## config.mk

```make
export PLATFORM = sky130hd
export DESIGN_NAME = dec38_seq
export DESIGN_NICKNAME = d
export VERILOG_FILES = /design/src/rtl/dec38_seq.sv
export SDC_FILE = /design/constraint.sdc
export NUM_CORES = 1
export LEC_CHECK = 0
export ABC_AREA = 1
export BUFFER_PORTS_ARGS = -buffer_cell sky130_fd_sc_hd__buf_4
export CELL_PAD_IN_SITES_DETAIL_PLACEMENT = 1
export CELL_PAD_IN_SITES_GLOBAL_PLACEMENT = 2
export CORE_MARGIN = 1
export CORE_UTILIZATION = 35
export CTS_CLUSTER_SIZE = 14
export DETAILED_ROUTE_END_ITERATION = 7
export HOLD_SLACK_MARGIN = 0.03
export MAX_ROUTING_LAYER = met4
export PLACE_DENSITY = 0.76
export SYNTH_ARGS = -nofsm -noshare
export SYNTH_HDL_FRONTEND = slang
export SYNTH_SLANG_ARGS = --single-unit
```

## constraint.sdc

```tcl
create_clock -name clk -period 2.5 [get_ports clk]
set_clock_uncertainty 0.2 [all_clocks]
set_input_delay 0 -clock clk [delete_from_list [all_inputs] [get_ports clk]]
set_output_delay 0 -clock clk [all_outputs]
set_load 0.03 [all_outputs]
```

## src/rtl/dec38_seq.sv

```systemverilog
// dec38_seq: sequenced 3-to-8 decoder.
// Accepts {idc, code} entries through a valid/ready handshake into a small
// FIFO. Each entry is then replayed as a one-hot 8-bit pattern for HOLD
// cycles, followed by GAP all-zero cycles.
//   clk, rst_n         : clock, synchronous active-low reset
//   in_valid/in_ready  : input handshake
//   in_code, in_idc    : encoded index and code-valid flag (idc=0 -> all-zero slot)
//   y, y_valid         : registered decoded pattern and slot indicator
//   busy               : FSM active or FIFO non-empty
//   count              : FIFO occupancy 0..DEPTH
module dec38_seq #(
  parameter int HOLD  = 4,
  parameter int GAP   = 1,
  parameter int DEPTH = 4
) (
  input  logic                     clk,
  input  logic                     rst_n,
  input  logic                     in_valid,
  output logic                     in_ready,
  input  logic [2:0]               in_code,
  input  logic                     in_idc,
  output logic [7:0]               y,
  output logic                     y_valid,
  output logic                     busy,
  output logic [$clog2(DEPTH):0]   count
);

  localparam int AW = $clog2(DEPTH);
  localparam int CW = AW + 1;
  localparam int HW = $clog2(HOLD + 1);
  localparam int GW = (GAP > 0) ? $clog2(GAP + 1) : 1;

  typedef enum logic [1:0] {S_IDLE, S_HOLD, S_GAP} state_t;

  logic [3:0]    mem [DEPTH];
  logic [AW-1:0] wptr_q, rptr_q;
  logic [CW-1:0] count_q;
  state_t        state_q, state_d;
  logic [HW-1:0] hold_q, hold_d;
  logic [GW-1:0] gap_q, gap_d;
  logic [7:0]    y_q, y_d;
  logic          yv_q, yv_d;
  logic          push, pop;
  logic [3:0]    head;
  logic [7:0]    head_dec;

  assign head     = mem[rptr_q];
  assign head_dec = head[3] ? (8'h01 << head[2:0]) : 8'h00;

  // No pass-through when full: a same-cycle pop does not open the input.
  assign in_ready = rst_n && (count_q < CW'(DEPTH));
  assign push     = in_valid && in_ready;

  assign busy    = (state_q != S_IDLE) || (count_q != '0);
  assign count   = count_q;
  assign y       = y_q;
  assign y_valid = yv_q;

  always_comb begin
    state_d = state_q;
    hold_d  = hold_q;
    gap_d   = gap_q;
    y_d     = y_q;
    yv_d    = yv_q;
    pop     = 1'b0;
    unique case (state_q)
      S_IDLE: begin
        if (count_q != '0) begin
          pop     = 1'b1;
          y_d     = head_dec;
          yv_d    = 1'b1;
          hold_d  = HW'(HOLD - 1);
          state_d = S_HOLD;
        end else begin
          y_d  = '0;
          yv_d = 1'b0;
        end
      end
      S_HOLD: begin
        if (hold_q == '0) begin
          if (GAP > 0) begin
            y_d     = '0;
            yv_d    = 1'b0;
            gap_d   = GW'((GAP > 0) ? GAP - 1 : 0);
            state_d = S_GAP;
          end else if (count_q != '0) begin
            // Back-to-back reload without leaving HOLD.
            pop    = 1'b1;
            y_d    = head_dec;
            yv_d   = 1'b1;
            hold_d = HW'(HOLD - 1);
          end else begin
            y_d     = '0;
            yv_d    = 1'b0;
            state_d = S_IDLE;
          end
        end else begin
          hold_d = hold_q - HW'(1);
        end
      end
      S_GAP: begin
        y_d  = '0;
        yv_d = 1'b0;
        if (gap_q == '0) begin
          if (count_q != '0) begin
            pop     = 1'b1;
            y_d     = head_dec;
            yv_d    = 1'b1;
            hold_d  = HW'(HOLD - 1);
            state_d = S_HOLD;
          end else begin
            state_d = S_IDLE;
          end
        end else begin
          gap_d = gap_q - GW'(1);
        end
      end
      default: state_d = S_IDLE;
    endcase
  end

  always_ff @(posedge clk) begin
    if (!rst_n) begin
      state_q <= S_IDLE;
      hold_q  <= '0;
      gap_q   <= '0;
      y_q     <= '0;
      yv_q    <= 1'b0;
      wptr_q  <= '0;
      rptr_q  <= '0;
      count_q <= '0;
    end else begin
      state_q <= state_d;
      hold_q  <= hold_d;
      gap_q   <= gap_d;
      y_q     <= y_d;
      yv_q    <= yv_d;
      if (push) wptr_q <= wptr_q + AW'(1);
      if (pop)  rptr_q <= rptr_q + AW'(1);
      case ({push, pop})
        2'b10:   count_q <= count_q + CW'(1);
        2'b01:   count_q <= count_q - CW'(1);
        default: count_q <= count_q;
      endcase
    end
  end

  always_ff @(posedge clk) begin
    if (push) mem[wptr_q] <= {in_idc, in_code};
  end

endmodule

```

Word level (Yosys, flattened, before mapping)
Memories as Yosys holds them, arrays and structs flattened. A register that Yosys moved wholly into a read port is not among the register bits.
Index checks and enable logic that the tools add are counted.
{"block": "word_totals", "regBits": 22, "latchBits": 0, "mem_bits_rw": 16, "mem_bits_ro": 0, "out_inout_bits": 14, "elab_cells": 65, "memories": 1}
{"name": "mem", "depth": 4, "word_bits": 4, "rd": 1, "rd_ports_with_merged_regs": 1, "write_ports": 1, "line_no": "35", "rtl": "logic [3:0] mem [DEPTH];"}
{"block": "op_classes", "n_addsub": 6, "multipliers": 0, "div_mod_pow": 0, "magnitude_cmp": 1, "eq_ne": 8, "shift": 1, "muxes": 26, "bitwise_logic": 0, "reduce_logical": 14}
{"cell": "8-bit 2-to-1 mux", "n": 4}
{"cell": "8-bit one-hot mux with 3 select lines", "n": 1}
{"cell": "2-bit 2-to-1 mux", "n": 5}
{"cell": "3-bit 2-to-1 mux", "n": 3}
{"cell": "3-bit one-hot mux with 3 select lines", "n": 1}
{"cell": "2-bit inequality test, second input constant", "n": 4}
{"cell": "1-bit by 3-bit << shifter with 8-bit output, first input constant", "n": 1}
{"cell": "1-bit 2-to-1 mux", "n": 7}
{"cell": "2-bit one-hot mux with 3 select lines", "n": 1}
{"cell": "3-bit one-hot mux with 2 select lines", "n": 1}
{"cell": "3-bit AND reduction", "n": 2}
{"cell": "2-bit nonzero test", "n": 3}
{"cell": "3-bit nonzero test", "n": 2}
{"cell": "3-bit by 1-bit subtractor with 3-bit output, second input constant", "n": 2}
{"cell": "2-bit by 1-bit adder with 2-bit output, second input constant", "n": 2}
{"cell": "2-bit by 1-bit equality test with 1-bit output, second input constant", "n": 2}
{"cell": "2-bit equality test, second input constant", "n": 2}
{"cell": "1-bit one-hot mux with 2 select lines", "n": 2}
{"cell": "2-bit AND reduction", "n": 2}
{"cell": "3-bit by 1-bit adder with 3-bit output, second input constant", "n": 1}
{"cell": "3-bit logical NOT", "n": 1}
{"cell": "3-bit < comparator, second input constant", "n": 1}
{"cell": "1-bit one-hot mux with 3 select lines", "n": 1}
{"cell": "1-bit logical AND", "n": 2}
{"cell": "other kinds (3)", "n": 3}

Logic depth before layout (Yosys ltp)
{"block": "depth", "depth_word": 6, "mapped_depth": 10}

Worst setup path before layout
Ideal clock, no wire load.
{"block": "synth_path", "path_type": "reg-to-reg", "startpoint": "register count_q[2] (netlist: count[2])", "endpoint": "register count_q[2] (netlist: count[2])", "setup_ns": 0.138, "t_arrival_ns": 1.975, "slack_ns": 0.188, "stages_incl_launch_ff": 8, "n_path_buf": 0, "period_less_slack_ns": 2.312, "cell_sequence": "dfxtp_1 nor2_2 nand2_2 ha_1 fa_1 o21a_1 o21ai_0 a21oi_1"}
{"item": "start, declared", "line_no": "37", "rtl": "logic [CW-1:0] count_q;"}
{"item": "start signal, assigned", "line_no": "141", "rtl": "2'b10: count_q <= count_q + CW'(1);"}
{"item": "start signal, assigned", "line_no": "142", "rtl": "2'b01: count_q <= count_q - CW'(1);"}
{"item": "start signal, assigned", "line_no": "143", "rtl": "default: count_q <= count_q;"}
{"item": "3-bit < comparator (*)", "line_no": "51", "rtl": "assign in_ready = rst_n && (count_q < CW'(DEPTH));"}
{"item": "1-bit logical AND (*)", "line_no": "51"}
{"item": "net in_ready", "line_no": "19", "rtl": "output logic in_ready,"}
{"item": "1-bit logical AND (*)", "line_no": "52", "rtl": "assign push = in_valid && in_ready;"}
{"item": "2-bit by 1-bit equality test with 1-bit output or 2-bit equality test (tied branches)", "line_no": "140", "rtl": "case ({push, pop})"}
{"item": "3-bit one-hot mux with 2 select lines or 2-bit nonzero test (tied branches)"}
Mark *: on every way through the listed nets, which the timed path passes. The rest lies on a longest branch.
A chain may end at the register's enable or synchronous reset.

Worst setup path in the final report
{"block": "layout_path", "startpoint": "register state_q[0]", "endpoint": "register count_q[2] (netlist: count[2])"}
{"block": "layout_via", "elab_chain_cells": 4}
{"item": "start, declared", "line_no": "38", "rtl": "state_t state_q, state_d;"}
{"item": "start signal, assigned", "line_no": "133", "rtl": "state_q <= state_d;"}
{"item": "2-bit equality test or 2-bit logical NOT (tied branches)", "line_no": "66", "rtl": "unique case (state_q)"}
{"item": "1-bit one-hot mux with 2 select lines (*)", "line_no": "66"}
{"item": "net pop", "line_no": "43", "rtl": "logic push, pop;"}
{"item": "2-bit by 1-bit equality test with 1-bit output or 2-bit equality test (tied branches)", "line_no": "140"}
{"item": "3-bit one-hot mux with 2 select lines or 2-bit nonzero test (tied branches)"}
Marked as above.

==> results.sh <==
export IMPL_critPathCaptureType="register"
export IMPL_top_layer="met4"
export IMPL_power_density_nw_per_um2=1097
export IMPL_rsz0062_at_grt="no"
export IMPL_clk_pin_slew_ns=0.08
export IMPL_die_x_um=76.37
export IMPL_setup_viol=0
export IMPL_met3_length_um=116
export IMPL_final_antenna_net_count=0
export IMPL_slew_headroom_pct=67.00
export IMPL_drc=0
export IMPL_grt_start_max_net_pins=14
export IMPL_synth_area_per_cell_um2=9.003
export IMPL_syn_inst=215
export IMPL_grt_pass1_wl_mm=6.693
export IMPL_final_hold_viol_count=0
export IMPL_start_util_pct=37.19
export IMPL_nets=266
export IMPL_cp_required_ns=2.52
export IMPL_postSynthNetCount=235
export IMPL_wl_per_cell_um=12.03
export IMPL_crit_arrival_ns=2.32
export IMPL_finalWeightedCongestion=0.7278
export IMPL_cts_buffers=5
export IMPL_worstSkewPairLatency_ns=0.29
export IMPL_finalCritPeriodShare_pct=91.73
export IMPL_ios=21
export IMPL_hold_class="in2reg"
export IMPL_antenna_found_initial=0
export IMPL_cts_buffer_depth=2
export IMPL_finalMaxSlewViolations=0
export IMPL_clock_sinks=39
export IMPL_drive_above_1_share_pct=23.89
export IMPL_nFillCells=631
export IMPL_via_count=1442
export IMPL_timing_setup_tns_ns=0
export IMPL_tightestPinTransition_ns=0.4944
export IMPL_leakage_nw=0.9946
export IMPL_port_buffers=20
export IMPL_routed_wl_mm=3.813
export IMPL_core_area_um2=5205
export IMPL_area_growth_pct=20.69
export IMPL_antenna_cells=0
export IMPL_peakVddDrop_mv=0.5389
export IMPL_h_tree_depth=2
export IMPL_dp_cells=303
export IMPL_syn_cell_area_um2=1936
export IMPL_fin_util_pct=44.88
export IMPL_yosys_warnings=0
export IMPL_cp_start_kind="register"
export IMPL_die_h_um=76.37
export IMPL_dp_hpwl_mm=2.909
export IMPL_drv_cap=0
export IMPL_postCtsSetupBuffers=0
export IMPL_first_pass_iters=3
export IMPL_yosys_top_cells_area="edfxtp_1, dfxtp_1, nand2_1"
export IMPL_whs_ns=0.2664
export IMPL_final_cell_area_um2=2336
export IMPL_status="finished, final reports clean"
export IMPL_critical_path_class="reg2reg"
export IMPL_placementRows=26
export IMPL_tritoncts="built"
export IMPL_grt_use_total_pct=14.89
export IMPL_grt_overflow_total=0
export IMPL_dieArea_um2=5832
export IMPL_dp_slack_ns=0.1215
export IMPL_yosysTopAreaCell="edfxtp_1"
export IMPL_setup_slack_ns=0.2068
export IMPL_fmax_mhz=436.1
export IMPL_power_mw=2.563
export IMPL_crit_fanout=6
export IMPL_period_needed_ns=2.293
export IMPL_ys_types=28
export IMPL_fin_cells=317
export IMPL_grt_pass1_vias=1459
export IMPL_drtIter0Drc=17
export IMPL_post_dp_cell_area_um2=2158
export IMPL_yosysSeqAreaShare_pct=48.61
export IMPL_avgViaCountPerCell=4.549
export IMPL_ctsRootBufferMaster="clkbuf_8"
export IMPL_yosys_area_top_type_share_pct=24.82
export IMPL_met1Wirelength_mm=1.812
export IMPL_wl_met2_mm=1.856
export IMPL_ys_seq_elements=39
## cells by family (layout without fill, tap and decap cells)
| group | Yosys count | count (layout) | synth area share, % |
|---|---|---|---|
| AO/OA/AOI/OAI | 31 | 31 | 8.533 |
| XOR/XNOR | 2 | 2 | 0.9051 |
| adder cells (fa/ha/maj) | 13 | 13 | 8.791 |
| buffers and inverters | 30 | 62 | 6.788 |
| flip-flops | 39 | 39 | 48.61 |
| AND/OR/NAND/NOR | 100 | 100 | 26.37 |
## report_power, final
group | switching [mW] | internal (mW)
combinational | 0.750 | 0.404
clock | 0.222 | 0.297
sequential | 0.113 | 0.777
## final cells by class
cell class	count	area (µm²)	share of cell area [%]
clock buffer	5	68.82	2.946
timing repair buffer	27	217.7	9.320
inverter	27	108.9	4.660
sequential	39	945.9	40.49
tap	70	87.58	3.749
multi-input combinational	146	863.3	36.96
clock inverter	3	43.79	1.875
## registers in the layout, indices dropped and copies added (netlist names), named ones only
| register | count |
|---|---|
| wptr_q | 2 |
| state_q | 2 |
| mem | 16 |
| y | 8 |
| hold_q | 3 |
| y_valid | 1 |
| rptr_q | 2 |
| count | 3 |
## worst max-delay path, stage by stage, from the launching register on
cell,delay [ns]
dfxtp_4,0.38
inv_1,0.08
ha_1,0.24
o21ai_2,0.17
inv_1,0.09
ha_1,0.23
fa_1,0.39
a21oi_1,0.14
o21a_1,0.14
o21ai_0,0.07
a21oi_1,0.11
## cells in the mapped netlist (all sizes together)
master / count
o21ai: 12
inv: 27
xnor2: 1
a21oi: 18
nand2: 56
edfxtp: 16
nor2: 23
o21a: 1
dfxtp: 23
clkbuf: 1
nand3b: 1
fa: 1
ha: 12
nand3: 19
xor2: 1
nor3: 1
buf: 2
## metal layers
metal | vias to the layer above | GRT usage, %
li1 | 758 | -
met1 | 663 | 18.06
met2 | 17 | 25.14
met3 | 4 | 3.353
met4 | 0 | 3.462
met5 | - | -
## timing repair
item	CTS	global route
hold buffers	6	0
endpoints found under the setup margin	0	1
hold endpoints to repair	25	0
resized for setup	0	3
## final timing paths
| check | startpoint | to | slack [ns] | cells past startpoint |
|---|---|---|---|---|
| setup / recovery | state_q[0]$_SDFFE_PN0P_ | count[2]$_SDFFE_PN0P_ | 0.21 | 10 |
| hold / removal | in_code[0] | mem[0][0]$_DFFE_PP_ | 0.27 | 2 |
| setup reg to reg | state_q[0]$_SDFFE_PN0P_ | count[2]$_SDFFE_PN0P_ | 0.21 | 10 |
| hold reg to reg | y[2]$_SDFFE_PN0P_ | y[2]$_SDFFE_PN0P_ | 0.27 | 2 |
## layout by cell type (no fill, tap or decap)
cell type      Yosys  layout
a21oi_1           18      18
buf_4              1      21
bufinv_16          0       1
clkbuf_8           0       5
clkinv_2           0       1
clkinv_4           0       1
dfxtp_1           23      21
dfxtp_2            0       1
dfxtp_4            0       1
dlygate4sd3_1      0       6
edfxtp_1          16      16
fa_1               1       1
ha_1              12      12
inv_1             24      24
inv_2              2       2
inv_8              1       1
nand2_1           42      42
nand2_2           11      11
nand2_4            3       3
nand3_1           15      15
nand3_2            4       4
nand3b_1           1       1
nor2_1            18      18
nor2_2             2       2
nor2_4             2       2
nor2_8             1       1
nor3_1             1       1
o21a_1             1       1
o21ai_0            8       8
o21ai_1            2       2
o21ai_2            2       2
xnor2_1            1       1
xor2_1             1       1
No activity file was read; power rests on OpenSTA's default activity.
